$ cat src/rtl/pcs_apb_cfg_pkg.sv
// ----------------------------------------------------------------------------
// pcs_apb_cfg_pkg
// Shared types for the Base-R core configuration APB initiator: the command
// opcode encoding seen on cmd_op and the initiator's FSM state encoding.
// No ports (package).
// ----------------------------------------------------------------------------
package pcs_apb_cfg_pkg;

    typedef enum logic [1:0] {
        OP_WR   = 2'b00,
        OP_RD   = 2'b01,
        OP_POLL = 2'b10,
        OP_ILL  = 2'b11
    } cmd_op_t;

    typedef enum logic [2:0] {
        ST_IDLE,
        ST_SETUP,
        ST_ACCESS,
        ST_CHECK,
        ST_GAP,
        ST_RESP
    } state_t;

endpackage

$ cat src/rtl/pcs_apb_cfg_master_if.sv
// ----------------------------------------------------------------------------
// pcs_apb_cfg_master_if
// Bundles the command/response handshake and the APB3 configuration bus of
// pcs_apb_cfg_master.
//   master modport : the initiator's view (commands in, APB driven out)
//   slave  modport : the environment's view (command source + APB responder)
// Signals:
//   cmd_valid/cmd_ready/cmd_op/cmd_addr/cmd_wdata/cmd_mask : command channel
//   rsp_valid/rsp_rdata/rsp_err                            : response pulse
//   busy                                                   : initiator not idle
//   core_psel/core_penable/core_pwrite/core_paddr/core_pwdata/core_prdata : APB
// ----------------------------------------------------------------------------
interface pcs_apb_cfg_master_if #(
    parameter int ADDR_W = 16,
    parameter int DATA_W = 32
) ();
    logic              cmd_valid;
    logic              cmd_ready;
    logic [1:0]        cmd_op;
    logic [ADDR_W-1:0] cmd_addr;
    logic [DATA_W-1:0] cmd_wdata;
    logic [DATA_W-1:0] cmd_mask;

    logic              rsp_valid;
    logic [DATA_W-1:0] rsp_rdata;
    logic              rsp_err;
    logic              busy;

    logic              core_psel;
    logic              core_penable;
    logic              core_pwrite;
    logic [ADDR_W-1:0] core_paddr;
    logic [DATA_W-1:0] core_pwdata;
    logic [DATA_W-1:0] core_prdata;

    modport master (
        input  cmd_valid, cmd_op, cmd_addr, cmd_wdata, cmd_mask, core_prdata,
        output cmd_ready, rsp_valid, rsp_rdata, rsp_err, busy,
               core_psel, core_penable, core_pwrite, core_paddr, core_pwdata
    );

    modport slave (
        output cmd_valid, cmd_op, cmd_addr, cmd_wdata, cmd_mask, core_prdata,
        input  cmd_ready, rsp_valid, rsp_rdata, rsp_err, busy,
               core_psel, core_penable, core_pwrite, core_paddr, core_pwdata
    );
endinterface

$ cat src/rtl/pcs_apb_cfg_master.sv
// ----------------------------------------------------------------------------
// pcs_apb_cfg_master
// APB3 initiator for the Base-R core configuration port. Accepts one command
// at a time (write, read, poll-until-match with timeout), runs it as
// fixed-length APB transfers (no PREADY) and returns one response pulse.
// Ports:
//   i_free_clk : sole clock
//   ext_rst_n  : asynchronous active-low reset, clears every output
//   bus        : pcs_apb_cfg_master_if.master (command, response, APB)
// ----------------------------------------------------------------------------
module pcs_apb_cfg_master
    import pcs_apb_cfg_pkg::*;
#(
    parameter int ADDR_W        = 16,
    parameter int DATA_W        = 32,
    parameter int ACCESS_CYCLES = 1,
    parameter int POLL_TRIES    = 1024,
    parameter int POLL_GAP      = 16
) (
    input  logic                 i_free_clk,
    input  logic                 ext_rst_n,
    pcs_apb_cfg_master_if.master bus
);

    localparam int ACC_W = $clog2(ACCESS_CYCLES + 1);
    localparam int GAP_W = $clog2(POLL_GAP + 1);
    localparam int TRY_W = $clog2(POLL_TRIES + 1);

    localparam logic [ACC_W-1:0] ACC_LAST = ACC_W'(ACCESS_CYCLES - 1);
    localparam logic [GAP_W-1:0] GAP_LAST = GAP_W'(POLL_GAP - 1);
    localparam logic [TRY_W-1:0] TRY_LAST = TRY_W'(POLL_TRIES - 1);

    state_t            state;
    cmd_op_t           op_q;
    logic [DATA_W-1:0] wdata_q;
    logic [DATA_W-1:0] mask_q;
    logic [DATA_W-1:0] rdata_q;
    logic [ACC_W-1:0]  acc_cnt;
    logic [GAP_W-1:0]  gap_cnt;
    logic [TRY_W-1:0]  tries;

    // Only the masked bits of the last poll read have to equal the expected value.
    logic poll_hit;
    assign poll_hit = ((rdata_q ^ wdata_q) & mask_q) == '0;

    // NOTE: every output is a flop set alongside the state it belongs to, so
    // each branch assigns the values the *next* state must present.
    // NOTE: sequential state uses non-blocking assignments only; a blocking
    // assignment here would let later statements see half-updated state.
    always_ff @(posedge i_free_clk or negedge ext_rst_n) begin
        if (!ext_rst_n) begin
            state             <= ST_IDLE;
            op_q              <= OP_WR;
            wdata_q           <= '0;
            mask_q            <= '0;
            rdata_q           <= '0;
            acc_cnt           <= '0;
            gap_cnt           <= '0;
            tries             <= '0;
            // cmd_ready stays low in reset and rises on the first clock after.
            bus.cmd_ready     <= 1'b0;
            bus.rsp_valid     <= 1'b0;
            bus.rsp_rdata     <= '0;
            bus.rsp_err       <= 1'b0;
            bus.busy          <= 1'b0;
            bus.core_psel     <= 1'b0;
            bus.core_penable  <= 1'b0;
            bus.core_pwrite   <= 1'b0;
            bus.core_paddr    <= '0;
            bus.core_pwdata   <= '0;
        end else begin
            case (state)
                ST_IDLE: begin
                    bus.cmd_ready <= 1'b1;
                    if (bus.cmd_valid && bus.cmd_ready) begin
                        op_q          <= cmd_op_t'(bus.cmd_op);
                        wdata_q       <= bus.cmd_wdata;
                        mask_q        <= bus.cmd_mask;
                        tries         <= '0;
                        bus.cmd_ready <= 1'b0;
                        bus.busy      <= 1'b1;
                        if (cmd_op_t'(bus.cmd_op) == OP_ILL) begin
                            // Illegal op: answer at once, never touch the APB.
                            state         <= ST_RESP;
                            bus.rsp_valid <= 1'b1;
                            bus.rsp_err   <= 1'b1;
                            bus.rsp_rdata <= '0;
                        end else begin
                            // Address/data/direction are loaded once here and
                            // held for every transfer of this command.
                            state            <= ST_SETUP;
                            bus.core_psel    <= 1'b1;
                            bus.core_penable <= 1'b0;
                            bus.core_paddr   <= bus.cmd_addr;
                            bus.core_pwdata  <= bus.cmd_wdata;
                            bus.core_pwrite  <= (cmd_op_t'(bus.cmd_op) == OP_WR);
                        end
                    end
                end

                ST_SETUP: begin
                    state            <= ST_ACCESS;
                    bus.core_penable <= 1'b1;
                    acc_cnt          <= '0;
                end

                ST_ACCESS: begin
                    if (acc_cnt == ACC_LAST) begin
                        bus.core_psel    <= 1'b0;
                        bus.core_penable <= 1'b0;
                        if (op_q != OP_WR) begin
                            rdata_q <= bus.core_prdata;
                        end
                        if (op_q == OP_POLL) begin
                            state <= ST_CHECK;
                        end else begin
                            // rdata_q is loading on this same edge, so the
                            // read response takes the bus value directly.
                            state         <= ST_RESP;
                            bus.rsp_valid <= 1'b1;
                            bus.rsp_err   <= 1'b0;
                            bus.rsp_rdata <= (op_q == OP_RD) ? bus.core_prdata : '0;
                        end
                    end else begin
                        acc_cnt <= acc_cnt + ACC_W'(1);
                    end
                end

                ST_CHECK: begin
                    if (poll_hit || tries == TRY_LAST) begin
                        state         <= ST_RESP;
                        bus.rsp_valid <= 1'b1;
                        bus.rsp_err   <= !poll_hit;
                        bus.rsp_rdata <= rdata_q;
                    end else begin
                        state   <= ST_GAP;
                        tries   <= tries + TRY_W'(1);
                        gap_cnt <= '0;
                    end
                end

                ST_GAP: begin
                    if (gap_cnt == GAP_LAST) begin
                        state         <= ST_SETUP;
                        bus.core_psel <= 1'b1;
                    end else begin
                        gap_cnt <= gap_cnt + GAP_W'(1);
                    end
                end

                ST_RESP: begin
                    state         <= ST_IDLE;
                    bus.rsp_valid <= 1'b0;
                    bus.rsp_err   <= 1'b0;
                    bus.busy      <= 1'b0;
                    bus.cmd_ready <= 1'b1;
                end

                default: begin
                    state <= ST_IDLE;
                end
            endcase
        end
    end

endmodule

$ cat src/flat_wrapper.sv
// flat-port wrapper written by rule: the top's interface ports become plain ports
module pcs_apb_cfg_master_flat import pcs_apb_cfg_pkg::*;
#(
    parameter int ADDR_W        = 16,
    parameter int DATA_W        = 32,
    parameter int ACCESS_CYCLES = 1,
    parameter int POLL_TRIES    = 1024,
    parameter int POLL_GAP      = 16
)
  (i_free_clk, ext_rst_n, bus_cmd_valid, bus_cmd_op, bus_cmd_addr, bus_cmd_wdata, bus_cmd_mask, bus_core_prdata, bus_cmd_ready, bus_rsp_valid, bus_rsp_rdata, bus_rsp_err, bus_busy, bus_core_psel, bus_core_penable, bus_core_pwrite, bus_core_paddr, bus_core_pwdata);
  pcs_apb_cfg_master_if #(.ADDR_W(ADDR_W), .DATA_W(DATA_W)) bus_i ();
  input  logic i_free_clk;
  input  logic ext_rst_n;
  input wire logic [$bits(bus_i.cmd_valid)-1:0] bus_cmd_valid;
  input wire logic [$bits(bus_i.cmd_op)-1:0] bus_cmd_op;
  input wire logic [$bits(bus_i.cmd_addr)-1:0] bus_cmd_addr;
  input wire logic [$bits(bus_i.cmd_wdata)-1:0] bus_cmd_wdata;
  input wire logic [$bits(bus_i.cmd_mask)-1:0] bus_cmd_mask;
  input wire logic [$bits(bus_i.core_prdata)-1:0] bus_core_prdata;
  output wire logic [$bits(bus_i.cmd_ready)-1:0] bus_cmd_ready;
  output wire logic [$bits(bus_i.rsp_valid)-1:0] bus_rsp_valid;
  output wire logic [$bits(bus_i.rsp_rdata)-1:0] bus_rsp_rdata;
  output wire logic [$bits(bus_i.rsp_err)-1:0] bus_rsp_err;
  output wire logic [$bits(bus_i.busy)-1:0] bus_busy;
  output wire logic [$bits(bus_i.core_psel)-1:0] bus_core_psel;
  output wire logic [$bits(bus_i.core_penable)-1:0] bus_core_penable;
  output wire logic [$bits(bus_i.core_pwrite)-1:0] bus_core_pwrite;
  output wire logic [$bits(bus_i.core_paddr)-1:0] bus_core_paddr;
  output wire logic [$bits(bus_i.core_pwdata)-1:0] bus_core_pwdata;
  assign bus_i.cmd_valid = bus_cmd_valid;
  assign bus_i.cmd_op = bus_cmd_op;
  assign bus_i.cmd_addr = bus_cmd_addr;
  assign bus_i.cmd_wdata = bus_cmd_wdata;
  assign bus_i.cmd_mask = bus_cmd_mask;
  assign bus_i.core_prdata = bus_core_prdata;
  assign bus_cmd_ready = bus_i.cmd_ready;
  assign bus_rsp_valid = bus_i.rsp_valid;
  assign bus_rsp_rdata = bus_i.rsp_rdata;
  assign bus_rsp_err = bus_i.rsp_err;
  assign bus_busy = bus_i.busy;
  assign bus_core_psel = bus_i.core_psel;
  assign bus_core_penable = bus_i.core_penable;
  assign bus_core_pwrite = bus_i.core_pwrite;
  assign bus_core_paddr = bus_i.core_paddr;
  assign bus_core_pwdata = bus_i.core_pwdata;
  pcs_apb_cfg_master #(.ADDR_W(ADDR_W), .DATA_W(DATA_W), .ACCESS_CYCLES(ACCESS_CYCLES), .POLL_TRIES(POLL_TRIES), .POLL_GAP(POLL_GAP)) u_core (.i_free_clk(i_free_clk), .ext_rst_n(ext_rst_n), .bus(bus_i));
endmodule
$ cat config.mk
export PLATFORM = sky130hd
export DESIGN_NAME = pcs_apb_cfg_master_flat
export DESIGN_NICKNAME = d
export VERILOG_FILES = /design/src/rtl/pcs_apb_cfg_pkg.sv /design/src/rtl/pcs_apb_cfg_master_if.sv /design/src/rtl/pcs_apb_cfg_master.sv /design/src/flat_wrapper.sv
export SDC_FILE = /design/constraint.sdc
export NUM_CORES = 1
export LEC_CHECK = 0
export CAP_MARGIN = 10
export CORE_MARGIN = 1.5
export CORE_UTILIZATION = 52
export CTS_BUF_LIST = sky130_fd_sc_hd__clkbuf_4 sky130_fd_sc_hd__clkbuf_8
export CTS_CLUSTER_DIAMETER = 30
export DETAILED_ROUTE_END_ITERATION = 7
export PLACE_DENSITY = 0.83
export SYNTH_ARGS = -nofsm -noshare
export SYNTH_HDL_FRONTEND = slang
export SYNTH_SLANG_ARGS = --single-unit
$ cat constraint.sdc
create_clock -name i_free_clk -period 3 [get_ports i_free_clk]
set_clock_uncertainty 0.05 [all_clocks]
set_input_delay 0.75 -clock i_free_clk [delete_from_list [all_inputs] [get_ports i_free_clk]]
set_output_delay 0.75 -clock i_free_clk [all_outputs]
set_load 0.05 [all_outputs]
Word level (Yosys, flattened, before mapping) --
Index checks and enable logic that the tools add are counted.
Storage, ports and cells: output and inout bits 87, bits in registers 205
Operators by class: $add $sub $neg 3, bitwise operators 4, multiplexer cells 44, equality and inequality tests 19, reduce and logical (&&, ||, !) cells 26
Operators by type and width (number):
- 32-bit two-way mux | 6
- 32-bit one-hot mux with 3 select lines | 1
- 32-bit bitwise AND | 1
- 32-bit logical NOT | 1
- 32-bit XOR | 1
- 11-bit two-way mux | 2
- 11-bit one-hot mux with 2 select lines | 1
- 1-bit two-way mux | 18
- 3-bit two-way mux | 5
- 3-bit one-hot mux with 5 select lines | 1
- 3-bit AND reduction | 5
- 6-bit AND reduction | 2
- 11-bit by 1-bit adder with 11-bit output, second input constant | 1
- 11-bit by 10-bit equality test with 1-bit output, second input constant | 1
- 5-bit two-way mux | 2
- 2-bit != test, second input constant | 5
- 5-bit one-hot mux with 2 select lines | 1
- 2-bit nonzero test | 5
- 3-bit nonzero test | 3
- 2-bit by 1-bit != test with 1-bit output, second input constant | 4
- 1-bit one-hot mux with 4 select lines | 2
- 3-bit by 2-bit equality test with 1-bit output, second input constant | 2
- 3-bit equality test, second input constant | 2
- 1-bit one-hot mux with 2 select lines | 3
- 17 further kinds | 21

Depth between registers and ports, before layout --
Gate-level depths: netlist (run 1).
depth after elaboration 6, depth in mapped cells 8

Worst setup path before layout (run 1) --
OpenSTA, ideal clock, no wires.
path kind flip-flop to flip-flop, start reg u_core.bus.cmd_ready, end reg u_core.bus.core_pwdata[22] (netlist name), stages on the path, launching flop included 8, slack 706 ps, arrival time 2119 ps, clock period less this slack 2294 ps, path buffers 3, cell sequence dfrtp_1 > clkbuf_1 > nand2_1 > nor4_4 > nand2_1 > buf_2 > buf_2 > mux2_2
On the way: cells in the longest elaborated chain, start to end 2
RTL lines:
- from (decl) | line pcs_apb_cfg_master_if.sv:38 | output cmd_ready, rsp_valid, rsp_rdata, rsp_err, busy,
- from (signal assigned) | line pcs_apb_cfg_master.sv:61 | bus.cmd_ready <= 1'b0;
- from (signal assigned) | line pcs_apb_cfg_master.sv:74 | bus.cmd_ready <= 1'b1;
- from (signal assigned) | line pcs_apb_cfg_master.sv:80 | bus.cmd_ready <= 1'b0;
- 1-bit logical AND | line pcs_apb_cfg_master.sv:75 | if (bus.cmd_valid && bus.cmd_ready) begin
- 3-bit AND reduction (no source line)
- to (signal assigned) | line pcs_apb_cfg_master.sv:95 | bus.core_pwdata <= bus.cmd_wdata;
- to (decl) | line pcs_apb_cfg_master_if.sv:39 | core_psel, core_penable, core_pwrite, core_paddr, core_pwdata
No other way between the ends. A chain may end at the register's enable or synchronous reset.

Worst setup path in the final report (run 1) --
start reg u_core.bus.cmd_ready, end out bus_cmd_ready
RTL lines:
- to (decl) | line flat_wrapper.sv:20 | output wire logic [$bits(bus_i.cmd_ready)-1:0] bus_cmd_ready;
No word-level cell between the ends.

==> run_results.csv, run 1 <==
group,metric,value,unit
global_route,grt_pass1_wl,36000,um
floorplanning,fp.dieW,133,um
drt,drc_errors,0,
drt,wl_per_cell,18.1,um
final_layout,stdcell_area,12300,um2
cts,postCtsSetupRepairBufs,0,
setup_path,critical_path_class,"register to output port",
timing,tns,0,ns
pwr,power,15.4,mW
drt,firstDrtPassIters,5,
drt,drtIter0Drc,427,
placed_design,io_buffers,203,
setup_path,cp-start-kind,"register",
timing,min_period,2.69,ns
logic_synthesis,synth-seq-cells,204,
pwr,ir_drop,858,uV
drt,dr_wl_met2,10700,um
placed_design,place_congestion,0.839,
global_route,grt_pass1_vias,6890,
setup_path,path_max_fanout,8,
final_layout,nNetsFinal,1115,
cts,numCtsBuffers,45,
min_path,hold_class,"primary input to asynchronous set/reset pin",
timing,period_share,0.895,
floorplanning,boundaryPins,204,
global_route,overflow,0,
status,status,"completed",
final_layout,drive_above_1_share,0.208,
logic_synthesis,dominantRegCellSynth,"dfrtp_1",
logic_synthesis,synth_seq_area_share,0.580,
placed_design,dp_hpwl,15300,um
logic_synthesis,synthDistinctLibCells,49,
logic_synthesis,yosys_warnings,0,
run,drv_cap,0,
final_layout,syn2layout_area_growth,39.2,%
cts,htreeDepth,2,
logic_synthesis,synth_async_sr_flop_share,1.00,
timing,hold_viol,0,
timing,fmax,0.372,GHz
logic_synthesis,synth-edff-count,0,
drt,highest-signal-layer,"met4",
final_layout,num_antenna_cells,0,
cts,cts_resized,0,
cts,clkTransAtPathRegs,0.05,ns
setup_path,path_cells,"clkdlybuf4s50_1",
cts,clk_latency,0.55,ns
drt,detail-route-antenna-nets,0,
timing,worstMarginPinSlew,0.779,ns
drt,viasPerCell,5.45,
placed_design,place_area,11200,um2
global_route,grt_max_degree,74,
setup_path,cp.arrival,1.89,ns
pwr,p_per_area,1260,nW/um2
timing,slew_viol_final,0,
cts,cts-root-buf,"clkbuf_8",
drt,wl_met3,1770,um
timing,slew_headroom,0.478,
timing,grt_setup_unrepaired,"no",
setup_path,end_kind,"output port",
drt,vias,6827,
cts,cts_buffer_depth,3,
logic_synthesis,syn_area_per_cell,11.4,um2
logic_synthesis,synth_top_area_frac,0.580,
cts,ctsHoldBuffers,0,
logic_synthesis,synth_largest_area_cell,"dfrtp_1",
logic_synthesis,syn-instance-count,773,
setup_path,path_buf_inv,1,
global_route,track_usage,0.260,
logic_synthesis,synth_nets,893,
timing,finalSetupViolCount,0,
setup_path,slowest_stage,"clkdlybuf4s50_1",
global_route,antenna_found_initial,0,
floorplanning,die_area,17700,um2
floorplanning,initial_core_util,0.531,
floorplanning,die_h,133,um
setup_path,max_stage_delay,0.88,ns
drt,wl_met1,9790,um
cts,numClockSinks,204,
floorplanning,core_area,16600,um2
floorplanning,core.rowCount,47,
logic_synthesis,netlist_area,8810,um2
drt,drt-total-wl,22600,um
logic_synthesis,ys_top_cells_by_area,"dfrtp_1 (58%), mux2_2 (10%), nand2_1 (9.3%), a221o_1 (3.5%), xor2_1 (3.4%)",
pwr,p_leak,5.55,nW
cts,cts_tree,"built",
setup_path,crit_family,"buffers and inverters",
setup_path,required,2.20,ns
## final cells by class
| class | instances | area, um2 |
|---|---|---|
| Timing Repair Buffer | 222 | 2280 |
| Fill cell | 1174 | 4330 |
| Clock buffer | 62 | 810 |
| Tap cell | 220 | 275 |
| Clock inverter | 22 | 280 |
| Sequential cell | 204 | 5100 |
| Inverter | 5 | 18.8 |
| Multi-Input combinational cell | 517 | 3490 |
## per-stage QoR
| stage | hold WS (ns) | cells | setup WS [ns] | util |
|---|---|---|---|---|
| floorplan | 0.396 | 773 | 0.706 | - |
| global placement | 0.409 | 1168 | 0.316 | 0.673 |
| detailed placement | 0.412 | 1168 | 0.270 | 0.673 |
| CTS | 0.168 | 1252 | 0.286 | 0.739 |
| global route | 0.188 | 1252 | 0.254 | 0.739 |
| finish | 0.171 | 1252 | 0.314 | 0.739 |
## logic make-up after synthesis
logic type / synth area share
adders and majority gates: 0.00426
buffers and inverters: 0.0266
DFF: 0.580
AOI/OAI and AO/OA: 0.119
xor gates and xnor gates: 0.0338
muxes: 0.109
and+or+nand+nor: 0.128
## cell usage in the layout (no fill, tap or decap), types with 2 or more instances in the layout
cell type,instances
or4_1,4
o21ai_0,9
inv_1,4
clkbuf_4,7
a21oi_1,11
dfrtp_1,204
o22ai_1,2
buf_4,11
and3_1,6
nand2_1,218
clkinvlp_4,5
nand3_1,5
a31oi_1,4
ha_1,3
o211a_1,2
nor3_1,2
nor2_1,14
o22a_2,20
clkinv_2,9
a221o_1,31
mux2_2,80
a22oi_1,16
nand4_1,8
bufinv_16,6
clkdlybuf4s50_1,202
clkbuf_8,56
mux2i_1,6
o31ai_1,4
o22a_1,13
clkinv_4,2
buf_12,8
xor2_1,34
## sequential cells by signal, indices dropped and copies added (netlist names)
name	cells
u_core.bus.busy	1
u_core.bus.cmd_ready	1
u_core.bus.core_paddr	16
u_core.bus.core_penable	1
u_core.bus.core_psel	1
u_core.bus.core_pwdata	32
u_core.bus.core_pwrite	1
u_core.bus.rsp_err	1
u_core.bus.rsp_rdata	32
u_core.bus.rsp_valid	1
u_core.gap_cnt	5
u_core.mask_q	32
u_core.op_q	2
u_core.rdata_q	32
u_core.state	3
u_core.tries	11
u_core.wdata_q	32
## routing by layer
layer,global-route usage,vias to the layer above
met1,0.354,3362
met2,0.410,242
met4,0.0803,0
met5,0,-
li1,-,3197
met3,0.0700,26
## path summary, 6_finish.rpt
path	from	to	slack [ns]	cells after the start
setup / recovery	u_core.bus.cmd_ready	bus_cmd_ready	0.31	1
min in group i_free_clk	u_core.mask_q[30]	u_core.mask_q[30]	0.42	2
hold / removal	ext_rst_n	u_core.bus.core_paddr[5]	0.17	1
setup reg to reg	u_core.rdata_q[9]	u_core.bus.rsp_rdata[18]	0.46	7
max in group asynchronous	ext_rst_n	u_core.bus.rsp_rdata[14]	2.07	2
hold reg to reg	u_core.mask_q[30]	u_core.mask_q[30]	0.42	2
## synth_stat cells (2+ instances only)
library cell / instances
dfrtp_1: 204
nand3_1: 5
nor4_1: 2
ha_1: 3
a21oi_1: 11
nand4_1: 8
and3_1: 6
o22ai_1: 2
xor2_1: 34
o31ai_1: 4
nor3_1: 3
clkbuf_1: 35
or4_1: 4
a31oi_1: 4
mux2i_1: 6
a221o_1: 31
o22a_1: 13
mux2_2: 80
nand2_1: 219
a22oi_1: 16
o22a_2: 20
buf_2: 7
buf_6: 4
o211a_1: 2
nor2_1: 15
inv_1: 4
o21ai_0: 9
## where the power goes
group	switching (mW)	internal, mW
Clock	1.30	2.29
Combinational	4.03	2.76
Sequential	1.01	4.06
Power figures use the tool's default switching activity.
==> run 2: changes to the inputs <==
--- a/config.mk
+++ b/config.mk
@@ -12,6 +12,7 @@
 export CTS_CLUSTER_DIAMETER = 30
 export DETAILED_ROUTE_END_ITERATION = 7
 export PLACE_DENSITY = 0.83
+export SLEW_MARGIN = 20
 export SYNTH_ARGS = -nofsm -noshare
 export SYNTH_HDL_FRONTEND = slang
 export SYNTH_SLANG_ARGS = --single-unit
==> results of run 2 <==
No change in the layout: final DEF, timing and power equal those of run 1.
